`src/rtl/inst_queue.sv`:
```
// rtl/inst_queue.sv - circular instruction queue between IF1 and decode.
// Optional INST_QUEUE_PERF_EN adds saturating full/empty cycle counters.
module inst_queue #(
  parameter int DEPTH        = 8,
  parameter int LOG_DEPTH    = 3,
  parameter int SPACE_THRESH = 6
) (
  input  logic        clk,
  input  logic        rstn,
  input  logic        flush,
  input  logic        fifo_readygo,
  output logic        fifo_allowin,
  output logic        space_ok,
  output logic        nearly_full,
  input  logic [31:0] if1_fifo_pc,
  input  logic [31:0] if1_fifo_pc_next,
  input  logic        if1_fifo_pc_taken,
  input  logic [31:0] if1_fifo_inst0,
  input  logic [31:0] if1_fifo_inst1,
  input  logic [31:0] if1_fifo_icache_badv,
  input  logic [6:0]  if1_fifo_icache_exception,
  input  logic [1:0]  if1_fifo_icache_excp_flag,
  input  logic [1:0]  iq_pop_cnt,
  output logic [1:0]  iq_valid,
  output logic [31:0] iq_pc0,
  output logic [31:0] iq_pc1,
  output logic [31:0] iq_pc_next0,
  output logic [31:0] iq_pc_next1,
  output logic [31:0] iq_inst0,
  output logic [31:0] iq_inst1,
  output logic        iq_taken0,
  output logic        iq_taken1,
  output logic        iq_excp0,
  output logic        iq_excp1,
  output logic [31:0] iq_badv,
  output logic [6:0]  iq_exception
`ifdef INST_QUEUE_PERF_EN
  ,
  output logic [31:0] iq_full_cycles,
  output logic [31:0] iq_empty_cycles
`endif
);

  localparam logic [31:0] INST_NOP = 32'h0340_0000;
  localparam logic [LOG_DEPTH-1:0] PTR_ONE = LOG_DEPTH'(1);

  logic [31:0]        r_pc      [DEPTH];
  logic [31:0]        r_pc_next [DEPTH];
  logic [31:0]        r_inst    [DEPTH];
  logic [31:0]        r_badv    [DEPTH];
  logic [6:0]         r_exc     [DEPTH];
  logic               r_taken   [DEPTH];
  logic               r_excp    [DEPTH];

  logic [LOG_DEPTH-1:0] r_rd_ptr;
  logic [LOG_DEPTH-1:0] r_wr_ptr;
  logic [LOG_DEPTH:0]   r_count;

  logic [LOG_DEPTH:0]   w_free;
  logic                 w_push;
  logic                 w_single;
  logic [LOG_DEPTH:0]   w_push_n;
  logic [LOG_DEPTH:0]   w_pop_req;
  logic [LOG_DEPTH:0]   w_pop_k;
  logic [LOG_DEPTH-1:0] w_wr_ptr1;
  logic [LOG_DEPTH-1:0] w_rd_ptr1;
  logic [31:0]          w_pc_plus4;

  // Back-pressure looks only at the registered count; same-cycle pops are not credited.
  assign w_free       = (LOG_DEPTH+1)'(DEPTH) - r_count;
  assign fifo_allowin = (w_free >= (LOG_DEPTH+1)'(2));
  assign space_ok     = (w_free >= (LOG_DEPTH+1)'(SPACE_THRESH));
  assign nearly_full  = fifo_allowin && !space_ok;

  assign w_push     = fifo_readygo && fifo_allowin;
  assign w_single   = if1_fifo_pc[2];
  assign w_push_n   = !w_push ? '0 : (w_single ? (LOG_DEPTH+1)'(1) : (LOG_DEPTH+1)'(2));
  assign w_pop_req  = (LOG_DEPTH+1)'(iq_pop_cnt);
  assign w_pop_k    = (w_pop_req > r_count) ? r_count : w_pop_req;
  assign w_wr_ptr1  = r_wr_ptr + PTR_ONE;
  assign w_rd_ptr1  = r_rd_ptr + PTR_ONE;
  assign w_pc_plus4 = if1_fifo_pc + 32'd4;

  always_ff @(posedge clk or negedge rstn) begin
    if (!rstn) begin
      r_rd_ptr <= '0;
      r_wr_ptr <= '0;
      r_count  <= '0;
    end else if (flush) begin
      r_rd_ptr <= '0;
      r_wr_ptr <= '0;
      r_count  <= '0;
    end else begin
      r_wr_ptr <= r_wr_ptr + w_push_n[LOG_DEPTH-1:0];
      r_rd_ptr <= r_rd_ptr + w_pop_k[LOG_DEPTH-1:0];
      r_count  <= r_count + w_push_n - w_pop_k;
    end
  end

  always_ff @(posedge clk) begin
    if (w_push) begin
      r_pc[r_wr_ptr]      <= if1_fifo_pc;
      r_inst[r_wr_ptr]    <= if1_fifo_inst0;
      r_excp[r_wr_ptr]    <= if1_fifo_icache_excp_flag[0];
      r_badv[r_wr_ptr]    <= if1_fifo_icache_badv;
      r_exc[r_wr_ptr]     <= if1_fifo_icache_exception;
      r_pc_next[r_wr_ptr] <= w_single ? if1_fifo_pc_next : w_pc_plus4;
      r_taken[r_wr_ptr]   <= w_single ? if1_fifo_pc_taken : 1'b0;
      if (!w_single) begin
        r_pc[w_wr_ptr1]      <= w_pc_plus4;
        r_inst[w_wr_ptr1]    <= if1_fifo_inst1;
        r_excp[w_wr_ptr1]    <= if1_fifo_icache_excp_flag[1];
        r_badv[w_wr_ptr1]    <= if1_fifo_icache_badv;
        r_exc[w_wr_ptr1]     <= if1_fifo_icache_exception;
        r_pc_next[w_wr_ptr1] <= if1_fifo_pc_next;
        r_taken[w_wr_ptr1]   <= if1_fifo_pc_taken;
      end
    end
  end

  always_comb begin
    iq_valid     = {(r_count >= (LOG_DEPTH+1)'(2)), (r_count != '0)};
    iq_pc0       = 32'd0;
    iq_pc_next0  = 32'd4;
    iq_inst0     = INST_NOP;
    iq_taken0    = 1'b0;
    iq_excp0     = 1'b0;
    iq_pc1       = 32'd0;
    iq_pc_next1  = 32'd4;
    iq_inst1     = INST_NOP;
    iq_taken1    = 1'b0;
    iq_excp1     = 1'b0;
    iq_badv      = 32'd0;
    iq_exception = 7'd0;
    if (iq_valid[0]) begin
      iq_pc0      = r_pc[r_rd_ptr];
      iq_pc_next0 = r_pc_next[r_rd_ptr];
      iq_inst0    = r_inst[r_rd_ptr];
      iq_taken0   = r_taken[r_rd_ptr];
      iq_excp0    = r_excp[r_rd_ptr];
    end
    if (iq_valid[1]) begin
      iq_pc1      = r_pc[w_rd_ptr1];
      iq_pc_next1 = r_pc_next[w_rd_ptr1];
      iq_inst1    = r_inst[w_rd_ptr1];
      iq_taken1   = r_taken[w_rd_ptr1];
      iq_excp1    = r_excp[w_rd_ptr1];
    end
    if (iq_excp0) begin
      iq_badv      = r_badv[r_rd_ptr];
      iq_exception = r_exc[r_rd_ptr];
    end else if (iq_excp1) begin
      iq_badv      = r_badv[w_rd_ptr1];
      iq_exception = r_exc[w_rd_ptr1];
    end
  end

`ifdef INST_QUEUE_PERF_EN
  logic [31:0] r_full_cycles;
  logic [31:0] r_empty_cycles;

  // Only reset clears these; flush leaves the statistics intact.
  always_ff @(posedge clk or negedge rstn) begin
    if (!rstn) begin
      r_full_cycles  <= '0;
      r_empty_cycles <= '0;
    end else begin
      if (fifo_readygo && !fifo_allowin && (r_full_cycles != '1))
        r_full_cycles <= r_full_cycles + 32'd1;
      if ((r_count == '0) && (r_empty_cycles != '1))
        r_empty_cycles <= r_empty_cycles + 32'd1;
    end
  end

  assign iq_full_cycles  = r_full_cycles;
  assign iq_empty_cycles = r_empty_cycles;
`endif

endmodule

```
`config.mk`:
```
export PLATFORM = sky130hd
export DESIGN_NAME = inst_queue
export DESIGN_NICKNAME = d
export VERILOG_FILES = /design/src/rtl/inst_queue.sv
export SDC_FILE = /design/constraint.sdc
export NUM_CORES = 2
export LEC_CHECK = 0
export BUFFER_PORTS_ARGS = -buffer_cell sky130_fd_sc_hd__buf_4
export CAP_MARGIN = 25
export CORE_MARGIN = 8
export CORE_UTILIZATION = 30
export DETAILED_ROUTE_END_ITERATION = 6
export PLACE_DENSITY_LB_ADDON = 0.08
export SLEW_MARGIN = 20
export SYNTH_ARGS = -nofsm -noshare
export SYNTH_HDL_FRONTEND = slang
export SYNTH_SLANG_ARGS = --single-unit
```
`constraint.sdc`:
```
create_clock -name clk -period 14.2 [get_ports clk]
set_input_delay 1.42 -clock clk [delete_from_list [all_inputs] [get_ports clk]]
set_output_delay 1.42 -clock clk [all_outputs]
set_load 0.02 [all_outputs]
```
Word level (Yosys, flattened, before mapping)

Memory sizes are Yosys's and may differ from the RTL's.
Cells that the tools add are included.

Reductions and logical operators: 4
Muxes and demuxes: 27
$add $sub $neg: 8
Order comparisons: 4

Operators by type and width:

| operator                | number |
|---|---|
| $mux W32                | 9 |
| $add A32 B3 Y32 const B | 1 |
| $mux W7                 | 2 |
| $mux W1                 | 10 |
| $ge A4 B2 Y1 const B    | 2 |
| $mux W4                 | 2 |
| $add A3 B1 Y3 const B   | 2 |
| $mux W3                 | 2 |
| $add A4 B2 Y4           | 1 |
| $ge A4 B3 Y1 const B    | 1 |
| $gt A2 B4 Y1            | 1 |
| $mux W2                 | 2 |
| $reduce_bool A4 Y1      | 1 |
| $sub A4 B4 Y4           | 1 |
| $sub A4 B4 Y4 const A   | 1 |
| $add A3 B2 Y3           | 1 |
| $add A3 B3 Y3           | 1 |
| $logic_and A1 B1 Y1     | 2 |
| $logic_not A1 Y1        | 1 |

Flip-flop bits (word level): 10
Output and inout port bits: 240
Bits in writable memories: 1096
Word-level logic and storage cells: 53
Bits of input ports: 176
Memories kept: 7

Memories:

| name            | words | bits a word | read ports | clocked after memory_dff | wr ports | line | source |
|---|---|---|---|---|---|---|---|
| r_badv          | 8     | 32          | 2          | 0                        | 2        | 50   | `logic [31:0] r_badv [DEPTH];` |
| r_inst          | 8     | 32          | 2          | 0                        | 2        | 49   | `logic [31:0] r_inst [DEPTH];` |
| r_pc            | 8     | 32          | 2          | 0                        | 2        | 47   | `logic [31:0] r_pc [DEPTH];` |
| r_pc_next       | 8     | 32          | 2          | 0                        | 2        | 48   | `logic [31:0] r_pc_next [DEPTH];` |
| r_exc           | 8     | 7           | 2          | 0                        | 2        | 51   | `logic [6:0] r_exc [DEPTH];` |
| r_excp          | 8     | 1           | 2          | 0                        | 2        | 53   | `logic r_excp [DEPTH];` |
| 1 more memories | --    | --          | --         | --                       | --       | --   |  |

Logic depth before layout (Yosys ltp)

Word-level depth: 7
Depth in mapped cells: 14
Gate-level depth less buffers: 13

Worst setup path after synthesis

No wires, ideal clock.

Path kind: flip-flop to flip-flop
Start: reg r_count[1]
End: mem r_badv[1][0] (enable)
Arrival time: 11.833 ns
Stages on the path, launching flop included: 9
Slack: 1.531 ns
Path buffers: 1
Setup time: 0.836 ns
Data required time: 13.364 ns
Cells stage by stage: dfrtp_1 inv_1 ha_1 xnor2_1 nor3_4 buf_4 nand2_1 nand3_1 o31ai_1

RTL lines:

| what                   | line | source |
|---|---|---|
| from (decl)            | 57   | `logic [LOG_DEPTH:0] r_count;` |
| from (signal assigned) | 96   | `r_count <= r_count + w_push_n - w_pop_k;` |
| to (decl)              | 50   |  |

Worst setup path in the final report

Start: reg r_rd_ptr[0]
End: out iq_pc0[3]

Word-level cells in the longest chain between the ends: 2

RTL lines:

| what                   | line | source |
|---|---|---|
| from (decl)            | 55   | `logic [LOG_DEPTH-1:0] r_rd_ptr;` |
| from (signal assigned) | 95   | `r_rd_ptr <= r_rd_ptr + w_pop_k[LOG_DEPTH-1:0];` |
| $mem_v2 Z8 W32         | --   |  |
| $mux W32               | 135  | `if (iq_valid[0]) begin` |
| to (decl)              | 25   | `output logic [31:0] iq_pc0,` |

Every way passes these cells.

==> impl_results.md <==
- Kind of start point of the critical path: flop
- Critical Path Source: r_rd_ptr[0]
- Full die area: 216000 um^2
- Number of port buffers: 415
- Area overhead of the layout relative to synthesis: 16.6%
- Total power per unit cell area: 247 nW/um^2
- Number of synthesized flops with an enable pin: 1096
- Remaining design rule violation count: 0
- Number of buffers on the longest clock path: 3
- Number of antenna violations at the first check in global routing: 31
- Sum of net half-perimeters after detailed placement: 132 mm
- GR Util met3: 4.20%
- CORE AREA: 200000 um^2
- Placed instance area: 65700 um^2
- Buffer cell driving the clock tree root: clkbuf_16
- Post-CTS clock slew at the launch and capture registers of the worst setup and hold paths: 60 ps
- Quantity of gates resized following cts: 0
- Height of the chip: 465 um
- Internal power summed over all cells: 10.1 mW
- Final-report max-slew violation count: 0
- Mean area per synthesized cell: 13.5 um^2
- Type of the tightest min-delay check: primary input to asynchronous set/reset pin
- Switching power share of the total: 42.0%
- Actual transition at the worst max-transition pin: 1080 ps
- Number of standard-cell rows in the floorplan: 164
- Routed wire length: 232 mm
- Initial DRT Pass Iterations: 5
- Worst reg2reg path depth: 10
- Max Freq: 142 MHz
- Clock power share: 21.3%
- Period Utilization, post-route: 49.7%
- Met1 capacity usage during global routing: 28.6%
- Total number of yosys warnings: 0
- Remaining antenna violation count after routing: 0
- Minimum clock period after layout: 7060 ps
- Primary FF master, synth: edfxtp_1
- Count of hold buffers inserted by post-cts repair: 0
- Detailed router's first-iteration violation count: 3457
- Switch Pwr: 7.30 mW
- Finished Cell Area: 70400 um^2
- Routability congestion estimate from global placement: 0.759
- Mean number of vias per cell: 5.33
- Type of destination of the critical path: output port
- Sequential area share after synthesis: 54.9%
- Static leakage: 24.0 nW
- Worst relative slew slack: 27.7%
- Post-route total power: 17.4 mW
- Worst Setup Path Type: flop to output port
- Result of the run: finished, final reports clean
- Worst slack at placement: 7730 ps
- Number of buffers created by CTS: 142
- Area share of the leading cell type in the synthesized netlist: 54.5%
- Post-Synthesis Cells: 4468
- Clock tree sinks: 1106
- Final layout net count: 4791
- Cell with the most instances after synthesis: nand2_1
- Wirelength per Cell: 31.4 um
- Launch point of the worst reg-to-reg path: r_count[1]
- Setup repair after global routing missed its margin: no
- Synth cell types: 51
- Detailed-route via count: 39338
- Met2 track demand over resource: 34.3%
- Worst voltage drop across the vdd grid: 287 uV
- Synthesized Nets: 4663
- Top area cells in the synthesized netlist: edfxtp_1 (54%), mux4_2 (20%), nand2_1 (7.0%)
- Max_cap viols: 0
- Final hold viol count: 0
- TritonCTS clock tree: built
- Largest net degree at the start of global routing: 125
- Clk_lat worst skew: 790 ps
- Busiest layer in global routing: met2
- Required time of the worst setup path: 12780 ps
- Asr flop ratio synth: 0.904%
- R2R Setup Slk: 8490 ps
- Cell types with the highest counts after synthesis: nand2_1 (1126), edfxtp_1 (1096), mux4_2 (546), clkbuf_1 (266), nor2_1 (256)
- Finish-stage setup viols: 0
- Chip width: 465 um
- H-tree depth: 4
- Data arrival, critical path: 5640 ps
- Post-Route Setup TNS: 0 ps
- Highest fanout seen on the critical path: 124
- Ports placed on the boundary: 416
- Sequential Power Share: 25.8%
- Fraction of layout cells with a size suffix above 1: 30.9%
- Summed instance area of the synthesized netlist: 60400 um^2
- Global-route wire length before repair: 323 mm
- Synth Register Bits: 1106
- Sum of overflow across all layers after global routing: 0
- Endpoint of the most critical setup path: iq_pc0[3]
- Total routing resource utilization after global routing: 20.8%
- Largest area contributor in the netlist: edfxtp_1
- Capture point of the worst reg-to-reg path: r_pc_next[2][25]
- Part of the total power dissipated in combinational logic: 52.9%
- Via count of the first global-routing pass: 40140
- Effective utilization at floorplan: 30.2%
- Number of post-CTS setup repair buffers: 0
- Maximum clock skew at final layout: 29.8 ps
- Setup slack of the critical path after layout: 7140 ps
metrics by stage:
stage / cells / hold slack, ps / util (%)
detailed placement: 7106 / 816 / 32.9
global placement: 7102 / 816 / 32.8
finish: 7376 / 471 / 35.2
floorplan: 4468 / 608 / -
CTS: 7366 / 402 / 35.2
global route: 7373 / 421 / 35.2
worst max-delay path, cell delays in order (launching register included):
cell     delay, ps
dfrtp_4        470
buf_12         620
buf_4          800
buf_4          860
buf_4          850
mux4_2         600
mux2i_1        170
nor2_1         120
buf_4          240
layout make-up:
type / instances / area (um^2)
antenna: 8 / 20.0
clock buffer: 174 / 3730
timing repair buffer: 521 / 4060
fill: 19257 / 129000
tap: 2656 / 3320
multi-input combinational: 2801 / 25100
clock inverter: 86 / 988
sequential: 1106 / 33200
inverter: 24 / 90.1
cell usage in the layout, fill, tap and decap left out, types with 56 or more instances in the layout:
cell type / instances
a21oi_1: 179
buf_4: 509
clkbuf_16: 144
edfxtp_1: 1096
mux2_2: 117
mux2i_1: 188
mux4_2: 546
nand2_1: 1126
nor2_1: 256
o21ai_0: 56
xnor2_1: 62
xor2_1: 68
kinds of logic (layout without fill, tap and decap cells):
logic type | count (synthesis) | count (layout) | share of synthesized area [%]
AO/OA/AOI/OAI | 318 | 318 | 3.26
other | 0 | 8 | 0
XOR/XNOR | 137 | 137 | 2.04
AND/OR/NAND/NOR | 1472 | 1472 | 9.57
multiplexers | 855 | 855 | 25.8
buffers and inverters | 561 | 805 | 4.02
flip-flops | 1106 | 1106 | 54.9
adder cells (fa/ha/maj) | 19 | 19 | 0.443
state kept, by name, indices dropped and copies added, names as in the netlist:
name       cells
r_pc         256
r_inst       256
r_wr_ptr       3
r_pc_next    256
r_exc         56
r_taken        8
r_count        4
r_rd_ptr       3
r_excp         8
r_badv       256
worst min-delay path by stage:
| stage | depth (start not counted) | start | to |
|---|---|---|---|
| floorplan | 2 | r_rd_ptr[0] | r_rd_ptr[0] |
| global placement | 2 | r_wr_ptr[0] | r_wr_ptr[0] |
| detailed placement | 2 | r_wr_ptr[0] | r_wr_ptr[0] |
| CTS | 1 | rstn | r_count[0] |
| global route | 1 | rstn | r_count[0] |
| finish | 1 | rstn | r_count[0] |
layer usage:
layer / up-vias / share of wire, %
met5: - / 0.055
met4: 20 / 2.0
met3: 295 / 6.4
met2: 1398 / 48
met1: 20782 / 44
li1: 16843 / -
power groups by stage:
stage               Combinational [mW]  Clock (mW)  Sequential (mW)
finish                            9.20        3.71             4.48
detailed placement                9.40           0             4.54
CTS                               9.42        3.82             4.48
global placement                  9.41           0             4.54
floorplan                         5.74           0             4.57
global route                      9.81        3.93             4.53
(Power assumes the default switching activity.)
